==> src/rtl/sdram_region_scheduler_pkg.sv <==
// Shared command and state encodings for the SDRAM region scheduler.
// Command codes and FSM state codes are kept identical so a state maps directly onto the bus command.
package sdram_region_scheduler_pkg;

    localparam logic [1:0] CMD_IDLE  = 2'd0;
    localparam logic [1:0] CMD_READ  = 2'd1;
    localparam logic [1:0] CMD_WRITE = 2'd2;

    typedef enum logic [1:0] {
        ST_IDLE  = 2'd0,
        ST_READ  = 2'd1,
        ST_WRITE = 2'd2
    } state_t;

    function automatic logic [1:0] state_cmd(input state_t s);
        case (s)
            ST_READ:  return CMD_READ;
            ST_WRITE: return CMD_WRITE;
            default:  return CMD_IDLE;
        endcase
    endfunction

endpackage

==> src/rtl/sched_rr_arbiter.sv <==
// Channel arbiter: request vector in, one-hot grant out.
// Build option SDRAM_SCHED_RR_EN selects round-robin; otherwise fixed priority (lowest index wins).
module sched_rr_arbiter #(
    parameter int NUM_CH = 2
) (
    input  logic              clk,
    input  logic              rst_n,
    input  logic [NUM_CH-1:0] req,
    input  logic              advance,
    output logic [NUM_CH-1:0] grant,
    output logic [2:0]        grant_idx,
    output logic              any
);

    logic [2:0] start;
    logic [2:0] first;
    logic [2:0] next_start;
    logic [2:0] hi_idx;
    logic [2:0] lo_idx;
    logic       hi_any;
    logic       lo_any;

    // Channels at or above the search start beat the wrapped-around ones.
    always_comb begin
`ifdef SDRAM_SCHED_RR_EN
        first = start;
`else
        first = 3'd0;
`endif
        hi_any = 1'b0;
        lo_any = 1'b0;
        hi_idx = 3'd0;
        lo_idx = 3'd0;
        for (int c = NUM_CH - 1; c >= 0; c--) begin
            if (req[c]) begin
                if (3'(c) >= first) begin
                    hi_any = 1'b1;
                    hi_idx = 3'(c);
                end else begin
                    lo_any = 1'b1;
                    lo_idx = 3'(c);
                end
            end
        end
        any       = hi_any | lo_any;
        grant_idx = hi_any ? hi_idx : lo_idx;
        grant     = '0;
        for (int c = 0; c < NUM_CH; c++) begin
            grant[c] = any && (grant_idx == 3'(c));
        end
        next_start = (grant_idx == 3'(NUM_CH - 1)) ? 3'd0 : grant_idx + 3'd1;
    end

    always_ff @(posedge clk) begin
        if (!rst_n) begin
            start <= 3'd0;
        end else begin
            start <= (advance && any) ? next_start : start;
        end
    end

endmodule

==> src/rtl/sdram_region_scheduler.sv <==
// Schedules per-channel SDRAM bursts (read fill / write-back) over fixed address regions.
// Build option: define SDRAM_SCHED_RR_EN for round-robin channel arbitration.
module sdram_region_scheduler
    import sdram_region_scheduler_pkg::*;
#(
    parameter int                       NUM_CH   = 2,
    parameter int                       ADDR_W   = 22,
    parameter int                       DATA_W   = 32,
    parameter logic [NUM_CH*ADDR_W-1:0] CH_BASE  = {22'h20000, 22'h0},
    parameter logic [NUM_CH*ADDR_W-1:0] CH_WORDS = {22'd1536000, 22'd96000},
    parameter logic [NUM_CH*8-1:0]      CH_BURST = {8'd128, 8'd8}
) (
    input  logic                     i_Clk,
    input  logic                     i_Rst_n,
    input  logic                     i_SDRAM_Requested,
    output logic                     o_SDRAM_Yield,
    input  logic                     i_Data_Read_Valid,
    input  logic                     i_Data_Write_Done,
    input  logic [NUM_CH-1:0]        i_Rd_Empty,
    input  logic [NUM_CH-1:0]        i_Wb_Empty,
    input  logic [NUM_CH-1:0]        i_Wb_Full,
    input  logic [NUM_CH*DATA_W-1:0] i_Wb_Data,
    output logic [DATA_W-1:0]        o_Data_Write,
    output logic [NUM_CH-1:0]        o_Rd_Wrreq,
    output logic [NUM_CH-1:0]        o_Wb_Rdreq,
    output logic [1:0]               o_Command,
    output logic [ADDR_W-1:0]        o_Data_Address,
    output logic [2:0]               o_Chan
);

    function automatic logic [ADDR_W-1:0] base_of(input int c);
        return CH_BASE[c*ADDR_W +: ADDR_W];
    endfunction

    function automatic logic [ADDR_W-1:0] words_of(input int c);
        return CH_WORDS[c*ADDR_W +: ADDR_W];
    endfunction

    function automatic logic [7:0] burst_of(input int c);
        return CH_BURST[c*8 +: 8];
    endfunction

    // The end-of-region sum needs one extra bit so a region ending at the top of memory still wraps.
    function automatic logic [ADDR_W-1:0] next_ptr(input logic [ADDR_W-1:0] p, input int c);
        logic [ADDR_W:0] sum;
        logic [ADDR_W:0] lim;
        sum = {1'b0, p} + (ADDR_W+1)'(burst_of(c));
        lim = {1'b0, base_of(c)} + {1'b0, words_of(c)};
        return (sum == lim) ? base_of(c) : sum[ADDR_W-1:0];
    endfunction

    state_t              state;
    state_t              state_nxt;
    logic [ADDR_W-1:0]   addr;
    logic [2:0]          chan;
    logic [7:0]          count;
    logic [ADDR_W-1:0]   ptr [NUM_CH];

    logic [NUM_CH-1:0]   rd_elig;
    logic [NUM_CH-1:0]   arb_req;
    logic [NUM_CH-1:0]   grant;
    logic [NUM_CH-1:0]   chan_sel;
    logic [2:0]          grant_idx;
    logic                grant_any;
    logic                arb_open;
    logic                strobe;
    logic                last;
    logic [ADDR_W-1:0]   g_addr;
    logic [7:0]          g_cnt;
    logic                g_rd;

    always_comb begin
        rd_elig  = i_Rd_Empty & i_Wb_Empty;
        arb_open = (state == ST_IDLE) && !i_SDRAM_Requested;
        arb_req  = arb_open ? (rd_elig | i_Wb_Full) : '0;
    end

    sched_rr_arbiter #(
        .NUM_CH(NUM_CH)
    ) u_arb (
        .clk      (i_Clk),
        .rst_n    (i_Rst_n),
        .req      (arb_req),
        .advance  (arb_open),
        .grant    (grant),
        .grant_idx(grant_idx),
        .any      (grant_any)
    );

    // Within the granted channel a pending read fill takes precedence over write-back.
    always_comb begin
        g_addr = '0;
        g_cnt  = '0;
        g_rd   = 1'b0;
        for (int c = 0; c < NUM_CH; c++) begin
            if (grant[c]) begin
                g_addr = ptr[c];
                g_cnt  = burst_of(c) - 8'd1;
                g_rd   = rd_elig[c];
            end
        end
    end

    always_comb begin
        chan_sel     = '0;
        o_Data_Write = '0;
        for (int c = 0; c < NUM_CH; c++) begin
            if (chan == 3'(c)) begin
                chan_sel[c]  = 1'b1;
                o_Data_Write = i_Wb_Data[c*DATA_W +: DATA_W];
            end
        end
    end

    always_comb begin
        state_nxt  = state;
        strobe     = 1'b0;
        o_Rd_Wrreq = '0;
        o_Wb_Rdreq = '0;
        case (state)
            ST_IDLE: begin
                if (grant_any) state_nxt = g_rd ? ST_READ : ST_WRITE;
            end
            ST_READ: begin
                if (i_Data_Read_Valid) begin
                    strobe     = 1'b1;
                    o_Rd_Wrreq = chan_sel;
                end
            end
            ST_WRITE: begin
                if (i_Data_Write_Done) begin
                    strobe     = 1'b1;
                    o_Wb_Rdreq = chan_sel;
                end
            end
            default: state_nxt = ST_IDLE;
        endcase
        last = strobe && (count == 8'd0);
        if (last) state_nxt = ST_IDLE;
        o_Command     = state_cmd(state);
        o_SDRAM_Yield = i_SDRAM_Requested && (state == ST_IDLE);
    end

    always_ff @(posedge i_Clk) begin
        if (!i_Rst_n) state <= ST_IDLE;
        else          state <= state_nxt;
    end

    // Only a finished write-back moves the region pointer; reads refill the same words in place.
    always_ff @(posedge i_Clk) begin
        if (!i_Rst_n) begin
            addr  <= '0;
            chan  <= 3'd0;
            count <= 8'd0;
            for (int c = 0; c < NUM_CH; c++) ptr[c] <= base_of(c);
        end else begin
            if ((state == ST_IDLE) && grant_any) begin
                addr  <= g_addr;
                chan  <= grant_idx;
                count <= g_cnt;
            end else if (strobe) begin
                addr  <= addr + ADDR_W'(1);
                count <= count - 8'd1;
            end
            for (int c = 0; c < NUM_CH; c++) begin
                if ((state == ST_WRITE) && last && (chan == 3'(c))) ptr[c] <= next_ptr(ptr[c], c);
            end
        end
    end

    assign o_Data_Address = addr;
    assign o_Chan         = chan;

endmodule

==> config.mk <==
export PLATFORM = sky130hd
export DESIGN_NAME = sdram_region_scheduler
export DESIGN_NICKNAME = d
export VERILOG_FILES = /design/src/rtl/sdram_region_scheduler_pkg.sv /design/src/rtl/sched_rr_arbiter.sv /design/src/rtl/sdram_region_scheduler.sv
export SDC_FILE = /design/constraint.sdc
export NUM_CORES = 1
export LEC_CHECK = 0
export CAP_MARGIN = 15
export CORE_UTILIZATION = 52
export DETAILED_ROUTE_END_ITERATION = 8
export PLACE_DENSITY = 0.95
export SYNTH_ARGS = -nofsm -noshare
export SYNTH_HDL_FRONTEND = slang
export SYNTH_HIERARCHICAL = 1
export SYNTH_SLANG_ARGS = --single-unit
==> constraint.sdc <==
create_clock -name i_Clk -period 5.15 [get_ports i_Clk]
set_input_delay 0.7725 -clock i_Clk [delete_from_list [all_inputs] [get_ports i_Clk]]
set_output_delay 0.7725 -clock i_Clk [all_outputs]
set_load 0.01 [all_outputs]
## Word-level counts from Yosys, hierarchy flattened

Memory sizes are Yosys's and may differ from the RTL's.
Cells that the tools add are included.

| cells by class | value |
|---|---|
| bitwise logic cells | 6 |
| reductions and logical operators | 18 |
| multiplexer cells | 42 |
| equality and inequality tests | 7 |
| add/subtract/negate cells | 4 |

Operator list:

| kind | count |
|---|---|
| $mux 22 | 8 |
| $mux 32 | 2 |
| $mux 8 | 3 |
| $add 22x4->23 const B | 1 |
| $add 22x8->23 const B | 1 |
| $eq 23x17->1 const B | 1 |
| $eq 23x21->1 const B | 1 |
| $add 22x1->22 const B | 1 |
| $mux 1 | 18 |
| $mux 2 | 7 |
| $logic_and 1x1->1 | 9 |
| $logic_not 8->1 | 1 |
| $pmux 2 s2 | 2 |
| $sub 8x1->8 const B | 1 |
| $eq 3x1->1 const B | 2 |
| $logic_not 3->1 | 2 |
| $reduce_or 2->1 | 2 |
| $mux 3 | 1 |
| $and 2x2->2 | 1 |
| $eq 2x1->1 const B | 1 |
| $eq 2x2->1 const B | 1 |
| $logic_not 2->1 | 1 |
| $ne 2x1->1 const B | 1 |
| $not 1->1 | 2 |
| 6 further kinds | 7 |

| storage, ports and cells | value |
|---|---|
| register bits | 35 |
| memories | 1 |
| RAM bits | 44 |
| input bits | 75 |
| word-level logic and storage cells | 82 |

Memories:

| memory | depth | bits a word | read ports | clocked after Yosys merged registers in | wr ports | line | text |
|---|---|---|---|---|---|---|---|
| ptr | 2 | 22 | 2 | 0 | 2 | sdram_region_scheduler.sv:57 | `logic [ADDR_W-1:0] ptr [NUM_CH];` |

## Depth between registers and ports, before layout

| depth | value |
|---|---|
| depth in word-level cells | 13 |
| mapped depth | 12 |
| gate-level depth less buffers | 11 |

## Cells and area by module

Netlist, hierarchy kept.

By module, submodules not included:

| module | area an instance (µm²) | cells an instance | times used | sequential area each (µm²) |
|---|---|---|---|---|
| sdram_region_scheduler | 4742.0 | 555 | 1 | 1721.7 |
| sched_rr_arbiter | 42.5 | 7 | 1 | 0.0 |

## Worst setup path before layout

No wires, ideal clock.

| timing | value |
|---|---|
| kind | input -> register |
| start point | input port i_SDRAM_Requested |
| end point | register addr[13], in the netlist o_Data_Address[13] |
| stages | 10 |
| data arrival time | 2417 ps |
| path buffers | 1 |
| library setup time | 78 ps |
| path slack | 2656 ps |
| cell sequence | nand2b_1 -> nor2_1 -> or2_1 -> nand2_1 -> nor3b_2 -> clkbuf_1 -> a222oi_1 -> nor2_1 -> nor2_1 -> nor3_1 |

| between the ends | value |
|---|---|
| elaborated cells on any way between the ends | 17 |
| those cells by class | eq/ne (1); mux (9); reduce/logical (7) |

RTL lines:

| element | line | text |
|---|---|---|
| start: declaration | sdram_region_scheduler.sv:15 | `input logic i_SDRAM_Requested,` |
| $logic_not 1->1 * | sdram_region_scheduler.sv:74 | `arb_open = (state == ST_IDLE) && !i_SDRAM_Requested;` |
| $logic_and 1x1->1 * | sdram_region_scheduler.sv:74 |  |
| $mux 2 * | sdram_region_scheduler.sv:75 | `arb_req = arb_open ? (rd_elig \| i_Wb_Full) : '0;` |
| named net arb_req[0] | sdram_region_scheduler.sv:60 | `logic [NUM_CH-1:0] arb_req;` |
| $mux 1 * | sched_rr_arbiter.sv:35 | `if (req[c]) begin` |
| named net grant_any | sdram_region_scheduler.sv:64 | `logic grant_any;` |
| $mux 1 | sched_rr_arbiter.sv:46 | `grant_idx = hi_any ? hi_idx : lo_idx;` |
| $logic_not 3->1 | sched_rr_arbiter.sv:49 | `grant[c] = any && (grant_idx == 3'(c));` |
| $logic_and 1x1->1 | sched_rr_arbiter.sv:49 |  |
| $mux 22 (2 in a row) | sdram_region_scheduler.sv:96 | `if (grant[c]) begin` |
| $mux 22 | sdram_region_scheduler.sv:157 | `if ((state == ST_IDLE) && grant_any) begin` |
| end signal: assignment | sdram_region_scheduler.sv:158 | `addr <= g_addr;` |
| end signal: assignment | sdram_region_scheduler.sv:162 | `addr <= addr + ADDR_W'(1);` |
| end: declaration | sdram_region_scheduler.sv:54 | `logic [ADDR_W-1:0] addr;` |

The timed path passes the listed nets; every way through them passes the cells marked *.
A chain may end at the register's enable or synchronous reset.

==> summary.md <==
- DRC — violations in the final reports
- clkdlybuf4s50_1 — commonest non-fill, non-tap cell in the layout
- 9 — number of clock buffers inserted by TritonCTS
- 0 — number of antenna violations at the first check in global routing
- 54.29% — starting density of the core
- 0.08 ns — clock transition time at the flip-flop clock pins of the worst setup and hold paths
- clkbuf_8 — clock root buffer master
- done — TritonCTS clock tree
- 0.0001899 V — peak supply drop
- 8.522 µm² — average size of a mapped cell
- 16080 µm — final wirelength
- 8806 µm² — area of the placeable core
- 269.1 nW/µm² — Power Density
- met2 — busiest grt layer
- o_Chan[2] — source of the worst hold timing path
- 32.64% — area added between synthesis and finish
- o_Chan[2] — Hold Path Sink
- 97.89 µm — die boundary height
- 3.34 ns — Critical Path AT
- 4827 — vias in the first global route
- 2 — maximum clock path buffer count
- clkdlybuf4s50_1 -> a22o_1 -> nand2_1 -> nor4_2 -> nand4_2 -> or3_1 — crit path cell chain
- 6 — number of warnings issued by yosys
- 0.002195 µW — Leakage
- 33.32% — Total GRT Usage
- 1.602 ns — pre-CTS WS
- nand4_2 — slowest CP cell
- 0.66 ns — delay of the slowest cell on the worst path
- flop — CP endpoint kind
- 0.009166 ns — final worst clock skew
- 561 — post-synthesis instance total
- primary input to flop — worst setup path category
- 138 x clkdlybuf4s50_1, 69 x nor2_1, 39 x nand2_1 — most used cells in the layout excluding fill and tap cells
- 643 — fill cell count
- 0 — Detail Route Antenna Nets
- 7 — count of cells along the worst register-to-register path
- 69 — number of sinks on the clock net
- 0 — # resized after CTS
- 12030 µm — half-perimeter wire length of the detailed placement result
- 24920 µm — wire length of the first global-routing pass
- 0 — final setup fails
- 0.35 ns — insertion delay to the later sink of the worst-skew pair
- 139 — ports placed on the boundary
- 1707 µW — total chip power
- ptr[0][39] — endpoint of the worst register-to-register path
- 2.04 ns — Worst R2R Setup Slack
- 20.49 µm — final routed wire length divided by cell count
- 6131 µm² — Post-Place Cell Area
- 3.247 ns — final worst path period need
- 37.39% — met1 GRT Util
- 28 — crit path max fanout
- 36 — largest net degree at the start of global routing
- 5.170% — share of layout cells above drive strength 1
- 758 — Net count, final
- 58.40% — global routing met2 resource utilization
- 1.903 ns — fin worst setup slack
- 0 ns — Final TNS setup
- 0.9893 — routability congestion estimate from global placement
- flop to flop — class of the worst hold path
- 3 — # H-tree levels
- 0.3080 GHz — maximum frequency from static timing analysis
- 4781 µm² — combined area of all synthesized cells
- 0 — final number of max-transition violations
- 5027 — via count
- 0 — Fin. Hold Viols
- 6.404 — mean number of vias per cell
- 34 — number of placement rows
- 461 — Iter 0 DRT Violations
- 6341 µm² — area of all placed cells without fillers
- 7.158% — GR met3 Demand/Resource
- 63.05% — crit share post-route
- false — setup repair after global routing missed its margin
- primary input — nature of the critical path startpoint
- 0 — Post-CTS Setup Repair Bufs
- 41.52% — Max-Slew Margin vs Limit
- 0.8692 ns — actual transition at the worst max-transition pin
- finished, violations left — status
- 138 — number of port buffers
- 97.89 µm — Chip Width
- 0 — number of buffers inserted by hold repair at cts
- 0 — ant diodes
- 0 — residual overflow from global routing
- 9 — count of TritonRoute iterations in the first routing pass
- 0 — max-capacitance violation count
- 2 — Worst Hold Depth
- state[0] — reg-to-reg critical path startpoint
- 9581 µm² — Die Footprint
- 18 — DRC violations left
- 5.24 ns — critical path data required time
-- final cells by class --
type                            instances  area (µm²)  share of cell area [%]
Clock buffer                           15       177.7                   2.802
Timing Repair Buffer                  143        1439                   22.69
Inverter                               16       60.06                  0.9471
Sequential cell                        69        1722                   27.15
Clock inverter                          1       5.005                 0.07893
Tap cell                              108       135.1                   2.131
Multi-Input combinational cell        433        2803                   44.20
-- stage by stage --
stage / utilization, % / instances / hold WS [ns]
6_report: 72.01 / 785 / 0.5148
5_1_grt: 72.01 / 785 / 0.5334
4_1_cts: 71.70 / 784 / 0.5153
3_5_place_dp: 69.62 / 768 / 0.5049
3_3_place_gp: 69.62 / 768 / 0.4950
2_1_floorplan: - / 562 / 0.4749
-- state kept, by name, indices dropped and copies added (netlist names) --
signal / count
state: 2
o_Data_Address: 22
ptr: 34
o_Chan: 3
count: 8
-- metal layers --
metal | share of wire [%] | up-vias
met5 | 0 | -
met4 | 4.6 | 0
met3 | 8.8 | 47
met2 | 50 | 270
met1 | 37 | 2408
li1 | - | 2302
-- report_power, final --
part           switching (µW)  internal (µW)
clock                     202            218
combinational             323            307
sequential               47.0            609
-- worst max-delay path by stage --
stage / startpoint / endpoint
CTS: o_Chan[1] / o_Wb_Rdreq[1]
global placement: i_Data_Read_Valid / ptr[0][39]
floorplan: i_SDRAM_Requested / o_Data_Address[13]
finish: i_Data_Write_Done / ptr[0][39]
global route: i_SDRAM_Requested / o_Data_Address[19]
detailed placement: i_Data_Write_Done / ptr[0][39]
-- critical path, delay by kind of cell --
| family | cells | cell delay, ns |
|---|---|---|
| buf+inv | 1 | 0.52 |
| compound gates | 1 | 0.19 |
| simple gates | 4 | 1.85 |
No activity file was read; power rests on OpenSTA's default activity.
